==> src/rtl/seq_divider_pkg.sv <==
// Shared definitions for the sequential divider: state encoding, default
// operand width and the iteration-counter width helper.
package seq_divider_pkg;

  localparam int WIDTH_DEF = 8;

  // Counter must hold the value WIDTH itself, hence WIDTH+1 codes.
  function automatic int cnt_width(input int w);
    return $clog2(w + 1);
  endfunction

  localparam int CNT_W_DEF = cnt_width(WIDTH_DEF);

  typedef enum logic [2:0] {
    ST_IDLE = 3'd0,
    ST_LOAD = 3'd1,
    ST_ITER = 3'd2,
    ST_FIX  = 3'd3,
    ST_DONE = 3'd4
  } state_e;

endpackage

==> src/rtl/seq_divider_if.sv <==
// go/over handshake bundle for the sequential divider, shared in shape with
// the Booth multiplier so both blocks sequence identically.
interface seq_divider_if #(parameter int WIDTH = 8);
  logic                   go;
  logic [2*WIDTH-1:0]     dividend;
  logic [WIDTH-1:0]       divisor;
  logic [WIDTH-1:0]       quotient;
  logic [WIDTH-1:0]       remainder;
  logic                   over;
  logic                   div0;
  logic                   ovf;

  modport master (
    output go, dividend, divisor,
    input  quotient, remainder, over, div0, ovf
  );

  modport slave (
    input  go, dividend, divisor,
    output quotient, remainder, over, div0, ovf
  );
endinterface

==> src/rtl/seq_divider_addsub.sv <==
// div_addsub: combinational add/subtract cell shared by the non-restoring
// iteration and the final remainder correction.
module div_addsub #(
  parameter int N = 9
) (
  input  logic [N-1:0] a_i,
  input  logic [N-1:0] b_i,
  input  logic         sub_i,
  output logic [N-1:0] sum_o
);

  // Single adder; subtract selects a - b, otherwise a + b (modulo 2^N).
  always_comb begin
    if (sub_i) begin
      sum_o = a_i - b_i;
    end else begin
      sum_o = a_i + b_i;
    end
  end

endmodule

==> src/rtl/seq_divider.sv <==
// seq_divider: 2W/W non-restoring divider with go/over handshake.
// Optional macro DIV_SIGNED_EN enables two's-complement operation; without it
// the unit divides unsigned operands with identical latency.
module seq_divider
  import seq_divider_pkg::*;
#(
  parameter int WIDTH = WIDTH_DEF
) (
  input logic          clk,
  input logic          clr,
  seq_divider_if.slave dbus
);

  localparam int             W2       = 2 * WIDTH;
  localparam int             CW       = cnt_width(WIDTH);
  localparam logic [CW-1:0]  CNT_INIT = CW'(WIDTH);
  localparam logic [CW-1:0]  CNT_ONE  = CW'(1);

  state_e             state_q, state_d;
  logic               armed_q, armed_d;
  logic [W2-1:0]      dvd_q, dvd_d;
  logic [WIDTH-1:0]   dvs_q, dvs_d;
  logic [WIDTH:0]     p_q, p_d;
  logic [WIDTH-1:0]   q_q, q_d;
  logic [WIDTH-1:0]   d_q, d_d;
  logic [CW-1:0]      cnt_q, cnt_d;
  logic               pre_ovf_q, pre_ovf_d;
  logic               zero_q, zero_d;
  logic [WIDTH-1:0]   quo_q, quo_d;
  logic [WIDTH-1:0]   rem_q, rem_d;
  logic               over_q, over_d;
  logic               div0_q, div0_d;
  logic               ovf_q, ovf_d;

  logic [W2-1:0]      dvd_mag_s;
  logic [WIDTH-1:0]   dvs_mag_s;
  logic [WIDTH-1:0]   rem_mag_s;
  logic [WIDTH-1:0]   quo_fix_s;
  logic [WIDTH-1:0]   rem_fix_s;
  logic               ovf_fix_s;
  logic [WIDTH:0]     as_a_s, as_b_s, as_sum_s;
  logic               as_sub_s;

`ifdef DIV_SIGNED_EN
  localparam logic [WIDTH-1:0] MAX_POS = {1'b0, {(WIDTH-1){1'b1}}};
  localparam logic [WIDTH-1:0] MAX_NEG = {1'b1, {(WIDTH-1){1'b0}}};

  logic nsign_q, nsign_d;
  logic dsign_q, dsign_d;
  logic qneg_s;

  // Magnitudes of the captured operands (most negative values fit unsigned).
  always_comb begin
    if (dvd_q[W2-1]) begin
      dvd_mag_s = {W2{1'b0}} - dvd_q;
    end else begin
      dvd_mag_s = dvd_q;
    end
    if (dvs_q[WIDTH-1]) begin
      dvs_mag_s = {WIDTH{1'b0}} - dvs_q;
    end else begin
      dvs_mag_s = dvs_q;
    end
  end

  // Operand signs are recorded in LOAD and used by the sign-fix cycle.
  always_comb begin
    nsign_d = nsign_q;
    dsign_d = dsign_q;
    if (state_q == ST_LOAD) begin
      nsign_d = dvd_q[W2-1];
      dsign_d = dvs_q[WIDTH-1];
    end else begin
      nsign_d = nsign_q;
      dsign_d = dsign_q;
    end
  end

  // Sign registers.
  always_ff @(posedge clk or negedge clr) begin
    if (!clr) begin
      nsign_q <= 1'b0;
      dsign_q <= 1'b0;
    end else begin
      nsign_q <= nsign_d;
      dsign_q <= dsign_d;
    end
  end

  // Apply signs and detect an unrepresentable signed quotient.
  always_comb begin
    qneg_s = nsign_q ^ dsign_q;
    if (qneg_s) begin
      quo_fix_s = {WIDTH{1'b0}} - q_q;
    end else begin
      quo_fix_s = q_q;
    end
    if (nsign_q) begin
      rem_fix_s = {WIDTH{1'b0}} - rem_mag_s;
    end else begin
      rem_fix_s = rem_mag_s;
    end
    ovf_fix_s = pre_ovf_q
              | (~qneg_s & (q_q > MAX_POS))
              | ( qneg_s & (q_q > MAX_NEG));
  end
`else
  assign dvd_mag_s = dvd_q;
  assign dvs_mag_s = dvs_q;
  assign quo_fix_s = q_q;
  assign rem_fix_s = rem_mag_s;
  assign ovf_fix_s = pre_ovf_q;
`endif

  // Adder operands: shifted remainder +/- divisor in ITER, correction add in FIX.
  always_comb begin
    as_a_s   = p_q;
    as_b_s   = {1'b0, d_q};
    as_sub_s = 1'b0;
    if (state_q == ST_ITER) begin
      as_a_s   = {p_q[WIDTH-1:0], q_q[WIDTH-1]};
      as_sub_s = ~p_q[WIDTH];
    end else begin
      as_a_s   = p_q;
      as_sub_s = 1'b0;
    end
  end

  div_addsub #(.N(WIDTH + 1)) u_addsub (
    .a_i   (as_a_s),
    .b_i   (as_b_s),
    .sub_i (as_sub_s),
    .sum_o (as_sum_s)
  );

  // A negative final partial remainder is pulled back into [0, divisor).
  always_comb begin
    if (p_q[WIDTH]) begin
      rem_mag_s = as_sum_s[WIDTH-1:0];
    end else begin
      rem_mag_s = p_q[WIDTH-1:0];
    end
  end

  // FSM state register.
  always_ff @(posedge clk or negedge clr) begin
    if (!clr) begin
      state_q <= ST_IDLE;
    end else begin
      state_q <= state_d;
    end
  end

  // FSM next-state logic; ITER runs exactly WIDTH cycles.
  always_comb begin
    state_d = state_q;
    case (state_q)
      ST_IDLE: begin
        if (dbus.go && armed_q) begin
          state_d = ST_LOAD;
        end else begin
          state_d = ST_IDLE;
        end
      end
      ST_LOAD: state_d = ST_ITER;
      ST_ITER: begin
        if (cnt_q == CNT_ONE) begin
          state_d = ST_FIX;
        end else begin
          state_d = ST_ITER;
        end
      end
      ST_FIX:  state_d = ST_DONE;
      ST_DONE: begin
        if (dbus.go) begin
          state_d = ST_DONE;
        end else begin
          state_d = ST_IDLE;
        end
      end
      default: state_d = ST_IDLE;
    endcase
  end

  // FSM output/datapath next values per state.
  always_comb begin
    armed_d   = armed_q;
    dvd_d     = dvd_q;
    dvs_d     = dvs_q;
    p_d       = p_q;
    q_d       = q_q;
    d_d       = d_q;
    cnt_d     = cnt_q;
    pre_ovf_d = pre_ovf_q;
    zero_d    = zero_q;
    quo_d     = quo_q;
    rem_d     = rem_q;
    div0_d    = div0_q;
    ovf_d     = ovf_q;
    case (state_q)
      ST_IDLE: begin
        if (!dbus.go) begin
          armed_d = 1'b1;
        end else if (armed_q) begin
          armed_d = 1'b0;
          dvd_d   = dbus.dividend;
          dvs_d   = dbus.divisor;
        end else begin
          armed_d = armed_q;
        end
      end
      ST_LOAD: begin
        p_d       = {1'b0, dvd_mag_s[W2-1:WIDTH]};
        q_d       = dvd_mag_s[WIDTH-1:0];
        d_d       = dvs_mag_s;
        cnt_d     = CNT_INIT;
        zero_d    = (dvs_q == {WIDTH{1'b0}});
        pre_ovf_d = (dvd_mag_s[W2-1:WIDTH] >= dvs_mag_s);
        quo_d     = {WIDTH{1'b0}};
        rem_d     = {WIDTH{1'b0}};
        div0_d    = 1'b0;
        ovf_d     = 1'b0;
      end
      ST_ITER: begin
        p_d   = as_sum_s;
        q_d   = {q_q[WIDTH-2:0], ~as_sum_s[WIDTH]};
        cnt_d = cnt_q - CNT_ONE;
      end
      ST_FIX: begin
        div0_d = zero_q;
        ovf_d  = ~zero_q & ovf_fix_s;
        if (zero_q || ovf_fix_s) begin
          quo_d = {WIDTH{1'b0}};
          rem_d = {WIDTH{1'b0}};
        end else begin
          quo_d = quo_fix_s;
          rem_d = rem_fix_s;
        end
      end
      ST_DONE: begin
        if (!dbus.go) begin
          armed_d = 1'b1;
        end else begin
          armed_d = armed_q;
        end
      end
      default: armed_d = armed_q;
    endcase
    over_d = (state_d == ST_DONE);
  end

  // Datapath and result registers; clr aborts and discards everything.
  always_ff @(posedge clk or negedge clr) begin
    if (!clr) begin
      armed_q   <= 1'b0;
      dvd_q     <= {W2{1'b0}};
      dvs_q     <= {WIDTH{1'b0}};
      p_q       <= {(WIDTH+1){1'b0}};
      q_q       <= {WIDTH{1'b0}};
      d_q       <= {WIDTH{1'b0}};
      cnt_q     <= {CW{1'b0}};
      pre_ovf_q <= 1'b0;
      zero_q    <= 1'b0;
      quo_q     <= {WIDTH{1'b0}};
      rem_q     <= {WIDTH{1'b0}};
      over_q    <= 1'b0;
      div0_q    <= 1'b0;
      ovf_q     <= 1'b0;
    end else begin
      armed_q   <= armed_d;
      dvd_q     <= dvd_d;
      dvs_q     <= dvs_d;
      p_q       <= p_d;
      q_q       <= q_d;
      d_q       <= d_d;
      cnt_q     <= cnt_d;
      pre_ovf_q <= pre_ovf_d;
      zero_q    <= zero_d;
      quo_q     <= quo_d;
      rem_q     <= rem_d;
      over_q    <= over_d;
      div0_q    <= div0_d;
      ovf_q     <= ovf_d;
    end
  end

  assign dbus.quotient  = quo_q;
  assign dbus.remainder = rem_q;
  assign dbus.over      = over_q;
  assign dbus.div0      = div0_q;
  assign dbus.ovf       = ovf_q;

endmodule

==> src/flat_wrapper.sv <==
// flat-port wrapper written by rule: the top's interface ports become plain ports
module seq_divider_flat import seq_divider_pkg::*;
#(
  parameter int WIDTH = WIDTH_DEF
)
  (clk, clr, dbus_go, dbus_dividend, dbus_divisor, dbus_quotient, dbus_remainder, dbus_over, dbus_div0, dbus_ovf);
  seq_divider_if #(.WIDTH(WIDTH)) dbus_i ();
  input logic clk;
  input logic clr;
  input wire logic [$bits(dbus_i.go)-1:0] dbus_go;
  input wire logic [$bits(dbus_i.dividend)-1:0] dbus_dividend;
  input wire logic [$bits(dbus_i.divisor)-1:0] dbus_divisor;
  output wire logic [$bits(dbus_i.quotient)-1:0] dbus_quotient;
  output wire logic [$bits(dbus_i.remainder)-1:0] dbus_remainder;
  output wire logic [$bits(dbus_i.over)-1:0] dbus_over;
  output wire logic [$bits(dbus_i.div0)-1:0] dbus_div0;
  output wire logic [$bits(dbus_i.ovf)-1:0] dbus_ovf;
  assign dbus_i.go = dbus_go;
  assign dbus_i.dividend = dbus_dividend;
  assign dbus_i.divisor = dbus_divisor;
  assign dbus_quotient = dbus_i.quotient;
  assign dbus_remainder = dbus_i.remainder;
  assign dbus_over = dbus_i.over;
  assign dbus_div0 = dbus_i.div0;
  assign dbus_ovf = dbus_i.ovf;
  seq_divider #(.WIDTH(WIDTH)) u_core (.clk(clk), .clr(clr), .dbus(dbus_i));
endmodule
==> config.mk <==
export PLATFORM = sky130hd
export DESIGN_NAME = seq_divider_flat
export DESIGN_NICKNAME = d
export VERILOG_FILES = /design/src/rtl/seq_divider_pkg.sv /design/src/rtl/seq_divider_if.sv /design/src/rtl/seq_divider_addsub.sv /design/src/rtl/seq_divider.sv /design/src/flat_wrapper.sv
export SDC_FILE = /design/constraint.sdc
export NUM_CORES = 1
export LEC_CHECK = 0
export BUFFER_PORTS_ARGS = -buffer_cell sky130_fd_sc_hd__buf_2
export CORE_UTILIZATION = 39
export DETAILED_ROUTE_END_ITERATION = 16
export HOLD_SLACK_MARGIN = 0.06
export SLEW_MARGIN = 20
export SYNTH_ARGS = -nofsm -noshare
export SYNTH_HDL_FRONTEND = slang
export SYNTH_SLANG_ARGS = --single-unit
==> constraint.sdc <==
create_clock -name clk -period 3.13 [get_ports clk]
set_clock_uncertainty 0.2 [all_clocks]
set_input_delay 0.1565 -clock clk [delete_from_list [all_inputs] [get_ports clk]]
set_output_delay 0.1565 -clock clk [all_outputs]
set_load 0.005 [all_outputs]
**Word-level counts from Yosys, hierarchy flattened**

Index checks and enable logic that the tools add are counted.

- $add $sub $neg: 3
- Order comparisons: 1
- Eq/ne operators: 7
- Mux-type cells: 20
- Bitwise operators: 4
- Reductions and logical operators: 9

Operator list:

| kind | number |
|---|---|
| 8-bit case mux with 2 select lines | 3 |
| 8-bit two-way mux | 3 |
| 9-bit two-way mux | 2 |
| 9-bit case mux with 2 select lines | 1 |
| 3-bit case mux with 5 select lines | 1 |
| 9-bit by 8-bit adder with 9-bit output | 1 |
| 9-bit by 8-bit subtractor with 9-bit output | 1 |
| 8-bit greater-or-equal comparator | 1 |
| 8-bit logical NOT | 1 |
| 4-bit case mux with 2 select lines | 1 |
| 3-bit by 2-bit equality test with 1-bit output (second input constant) | 2 |
| 3-bit equality test (second input constant) | 2 |
| 1-bit case mux with 2 select lines | 3 |
| 2-bit nonzero test | 3 |
| 1-bit two-way mux | 5 |
| 4-bit by 1-bit equality test with 1-bit output (second input constant) | 1 |
| 4-bit by 1-bit subtractor with 4-bit output (second input constant) | 1 |
| 3-bit by 1-bit equality test with 1-bit output (second input constant) | 1 |
| 3-bit logical NOT | 1 |
| 3-bit two-way mux | 1 |
| 1-bit inverter | 3 |
| 3-bit AND reduction | 1 |
| 2-bit != test (second input constant) | 1 |
| 2-bit AND reduction | 1 |
| 3 further kinds | 3 |

- Bits in registers: 78
- Bits of input ports: 27
- Output and inout bits: 19
- Word-level logic and storage cells: 59

**Logic depth before layout (Yosys ltp)**

- Word-level depth: 7
- Mapped depth: 14
- Mapped depth without buffers: 12

**By module**

A second synthesis with hierarchy kept.

- Cell total of the unflattened synthesis: 400
- Area, all modules: 3,996.3 um^2

Modules (own cells, without submodules):

| module | times used | cells an instance | area an instance (um^2) | sequential area each (um^2) |
|---|---|---|---|---|
| seq_divider | 1 | 332 | 3,472.1 | 1,951.9 |
| div_addsub | 1 | 68 | 524.3 | 0.0 |

**Least setup slack after synthesis**

OpenSTA, ideal clock, no wires.

- Path kind: register -> register
- Start point: register u_core.state_q[1]
- End point: register u_core.rem_q[7], in the netlist u_core.dbus.remainder[7]
- Setup time: 0.083 ns
- Arrival time: 2.850 ns
- Required time: 2.847 ns
- Setup slack: -0.002 ns
- Cell stages (with the launch flop): 14
- Path buffers: 2
- Clock period less this slack: 3.132 ns
- Cells stage by stage: dfrtp_1 > buf_2 > or3b_1 > buf_2 > nor2_2 > mux2_2 > inv_1 > ha_1 > nor2b_1 > o31a_1 > a221oi_1 > xnor2_1 > mux2i_1 > o21ai_0

- Word-level cells in the longest chain between the ends: 7
- Elaborated cells between the ends (all ways): 12
- Classes of those cells: 2 x add/sub; 3 x eq/ne; 6 x mux; 1 x reduce/logical

Ends and longest elaborated chain:

| what | line | text |
|---|---|---|
| start: declaration | seq_divider.sv:19 | `state_e state_q, state_d;` |
| start signal: assignment | seq_divider.sv:150 | `state_q <= state_d;` |
| 3-bit by 2-bit equality test with 1-bit output | seq_divider.sv:120 | `if (state_q == ST_ITER) begin` |
| 9-bit two-way mux | seq_divider.sv:120 |  |
| 9-bit by 8-bit adder with 9-bit output / 9-bit by 8-bit subtractor with 9-bit output (equally long branches) | seq_divider_addsub.sv:17, seq_divider_addsub.sv:15 |  |
| 9-bit two-way mux | seq_divider_addsub.sv:14 | `if (sub_i) begin` |
| 8-bit two-way mux | seq_divider.sv:138 | `if (p_q[WIDTH]) begin` |
| 8-bit two-way mux | seq_divider.sv:232 | `if (zero_q \|\| ovf_fix_s) begin` |
| 8-bit case mux with 2 select lines | seq_divider.sv:200 | `case (state_q)` |
| end signal: assignment | seq_divider.sv:265 | `rem_q <= {WIDTH{1'b0}};` |
| end signal: assignment | seq_divider.sv:280 | `rem_q <= rem_d;` |
| end: declaration | seq_divider.sv:30 | `logic [WIDTH-1:0] rem_q, rem_d;` |

Several ways; a longest one is shown, not always the timed one.
A chain may end at the register's enable or synchronous reset.

**Worst setup path in the final report**

- Start point: register u_core.state_q[0]
- End point: register u_core.rem_q[6], in the netlist u_core.dbus.remainder[6]

Same word-level chain as after synthesis.

==> impl_results.md <==
* DR iter-0 viols at about 160
* DP HPWL at 6557 um
* Total die area at 0.01045 mm^2
* EDFF count, synth at 0
* RePlAce Congestion at 0.8376
* Drt first pass iters at 4
* CP startpoint: u_core.state_q[0]$_DFF_PN0_
* Area grow syn2layout at 25.19%
* Fin nets at 500
* Yosys reg bits at 78
* Site row count at 36
* ANT nets after route at 0
* Setup crit start kind: register
* Mapped cell area at 0.003919 mm^2
* Clk pwr share at roughly an eighth
* Max frequency at 338.1 MHz
* Status: complete, no violations
* Internal power at roughly 0.0037 W
* Hold EP: u_core.dbus.remainder[2]$_DFFE_PN0P_
* Initial antenna violation count at 0
* Clock latency on the worst-skew pair at 350 ps
* Routed WL per cell at 15.22 um
* Cell accounting for the most synthesized area: dfrtp_1
* Seq pwr share at 29.4%
* Fin. max-slew vios at 0
* Global-route usage over all layers at 18.59%
* CTS tree: done
* CP peak stage delay at between 400 and 500 ps
* Total number of vias at 3,026
* Sw power at between 0.002 and 0.003 W
* Slew @ Worst Pin at 949.4 ps
* Clock Path Buffers at 2
* Num CTS Buffers at 9
* Post-CTS setup buffer count at 0
* Worst Setup Path Type: register to register
* Hold Path Origin: u_core.dbus.remainder[2]$_DFFE_PN0P_
* Largest net degree at the start of global routing at 79
* Drc violations at 0
* Syn_nets at 417
* Number of global-route vias before repair at 2,911
* Worst hold stages at 2
* Final WL at approximately 9000 um
* Hold Crit Class: register to register
* Static leakage at around 2.3 nW
* Final hold vios at 0
* Critical Path Sink Type: register
* Share of cells above drive strength 1 at 25.55%
* Async SR Flop Fraction at between 90% and 100%
* R2R cell count at 9
* R2r setup slk at approximately 170 ps
* Area contributors post-synth: dfrtp_1 50%, mux2_2 8.0%, ha_1 6.1%
* Mapped Cells at 370
* Leading cell types by count after synthesis: 78 x dfrtp_1, 50 x nand2_1, 36 x o21ai_0, 28 x mux2_2, 21 x inv_1
* Primary FF master, synth: dfrtp_1
* Starting Density at 40.09%
* Worst path bufs/invs at 0
* Die Span Y at 102.2 um
* Crit-path cells: or3b_4 > nor2_4 > mux2_2 > fa_1 > nand2b_1 > a21oi_2 > a31oi_1 > xor2_1 > o31ai_1
* Slew margin rel. at 36.71%
* Reg-to-Reg Start: u_core.state_q[0]$_DFF_PN0_
* DIE WIDTH at 102.2 um
* Core area at slightly below 0.01 mm^2
* Min Tclk post-route at 2958 ps
* Antenna diodes at 0
* Crit Path Max Fanout at 3
* Req. time, crit path at 3180 ps
* Setup-failing EPs final at 0
* Sw Ratio at 42.40%
* YS warnings at 0
* Non-Filler Instances at 591
* CTS Sinks at 78
* H-tree levels at 3
* # IOs at 46
* Pwr Density at 1310 mW/mm^2
* Congestion Overflow GR at 0
* Crit-path slowest cell: or3b_4
* Synth unique cells at 43
* First-pass GRT wire length at 14,680 um
* Vias per Instance at 5.120
* CTS root buf: clkbuf_8
* Worst VDD drop at 0.5018 mV
* Comb power frac at 57.5%
* Sequential element share of the synthesized area at roughly half
* PortBufs at 45
* Synth Area per Inst at about 11 um^2
* Most frequent cell after synthesis: dfrtp_1
* Worst path arrival time at roughly 3000 ps
* Worst reg2reg endpoint: u_core.dbus.remainder[6]$_DFFE_PN0P_
* Clock Pin Slew Worst Setup and Hold Paths at 80 ps
* Top Family by Delay on Critical Path: simple AND/OR/NAND/NOR gates
* Setup TNS at 0 ps
* MaxCap Viol Count at 0
* Final period util at 94.49%
* Area share of the leading cell type in the synthesized netlist at between 40 and 50%
* Number of placed instances, taps included at 549
metal layers:
| metal | wire [um] | part of all wire [%] | vias up | global-route usage, % |
|---|---|---|---|---|
| met1 | 4325 | 48 | 1470 | 25.45 |
| met2 | 4139 | 46 | 70 | 29.27 |
| met5 | 0 | 0 | - | 0 |
| met4 | 144 | 1.6 | 0 | 6.154 |
| met3 | 385 | 4.3 | 16 | 4.036 |
| li1 | - | - | 1470 | - |
worst reg2reg max path, delay by kind of cell (launching register included):
family | cells | cell delay [ps]
AND/OR/NAND/NOR | 3 | 750
AO/OA/AOI/OAI | 3 | 570
adder cells (fa/ha/maj) | 1 | 430
flip-flops | 1 | 390
multiplexers | 1 | 370
XOR/XNOR | 1 | 160
flip-flops by register name, summed over array words and instances (netlist names), 4 cells and up:
signal,cells
u_core.cnt_q,4
u_core.d_q,8
u_core.dbus.quotient,8
u_core.dbus.remainder,8
u_core.dvd_mag_s,16
u_core.dvs_mag_s,8
u_core.p_q,9
u_core.q_q,8
power by group through the flow:
stage	Sequential [W]	Combinational (W)	Clock, W
floorplan	0.00176	0.00251	0
global placement	0.00189	0.00346	0
detailed placement	0.00190	0.00352	0
CTS	0.00188	0.00357	0.000862
global route	0.00195	0.00415	0.000902
finish	0.00189	0.00369	0.000845
area by class of cell:
class | count | area [um^2]
timing repair buffer | 90 | 643.1
inverter | 21 | 78.83
multi-input combinational | 253 | 1842
tap | 133 | 166.4
clock buffer | 11 | 141.4
sequential | 78 | 1952
clock inverter | 5 | 82.58
fill | 919 | 4868
worst max path at each step:
| stage | endpoint | slack [ps] | cells past startpoint |
|---|---|---|---|
| floorplan | u_core.dbus.remainder[7]$_DFFE_PN0P_ | 50 | 13 |
| CTS | u_core.dbus.remainder[7]$_DFFE_PN0P_ | 10 | 11 |
| finish | u_core.dbus.remainder[6]$_DFFE_PN0P_ | 170 | 9 |
| global placement | u_core.p_q[8]$_DFFE_PN0P_ | 90 | 9 |
| detailed placement | u_core.dbus.remainder[7]$_DFFE_PN0P_ | 30 | 11 |
| global route | u_core.dbus.remainder[7]$_DFFE_PN0P_ | -20 | 11 |
cell usage in the layout (no fill, tap or decap), types with 3 or more instances in the layout:
cell type      count
a31oi_1            5
xor2_1             3
a21o_1             7
a22o_1             9
nand3_1            4
buf_4             19
nor3_1             3
mux2i_1           16
nor2_1            14
mux2_2            28
clkbuf_8          10
o31ai_1            3
a21oi_1            5
o21ai_0           34
xnor2_1           11
nand2_1           50
dlygate4sd3_1     26
inv_1             21
ha_1              19
dfrtp_1           78
a22oi_1            4
buf_2             44
nand2b_1           6
nor4_1             3
what timing repair did:
action	in CTS	in global routing
resized for setup	0	8
hold endpoints to repair	105	0
endpoints found under the setup margin	0	10
hold buffers	26	0
cell families after synthesis:
kind of cell             share of synthesized area (%)
XOR/XNOR                                         3.129
flip-flops                                       49.81
AND/OR/NAND/NOR                                  10.50
multiplexers                                     12.39
buffers and inverters                            4.215
adder cells (fa/ha/maj)                          6.577
AO/OA/AOI/OAI                                    13.38
stage by stage:
| stage | worst slack [ps] | hold WS (ps) | util, % | area [um^2] | power, W |
|---|---|---|---|---|---|
| after floorplan | 53.28 | -339.1 | - | 3924 | 0.004266 |
| after global placement | 89.74 | 173.0 | 44.96 | 4394 | 0.005348 |
| after detailed placement | 29.05 | 170.2 | 44.96 | 4394 | 0.005427 |
| after CTS | 11.57 | 285.7 | 49.91 | 4878 | 0.006316 |
| after global routing | -18.24 | 305.4 | 50.19 | 4906 | 0.007002 |
| final | 172.4 | 279.2 | 50.19 | 4906 | 0.006428 |
No activity file was read; power rests on OpenSTA's default activity.
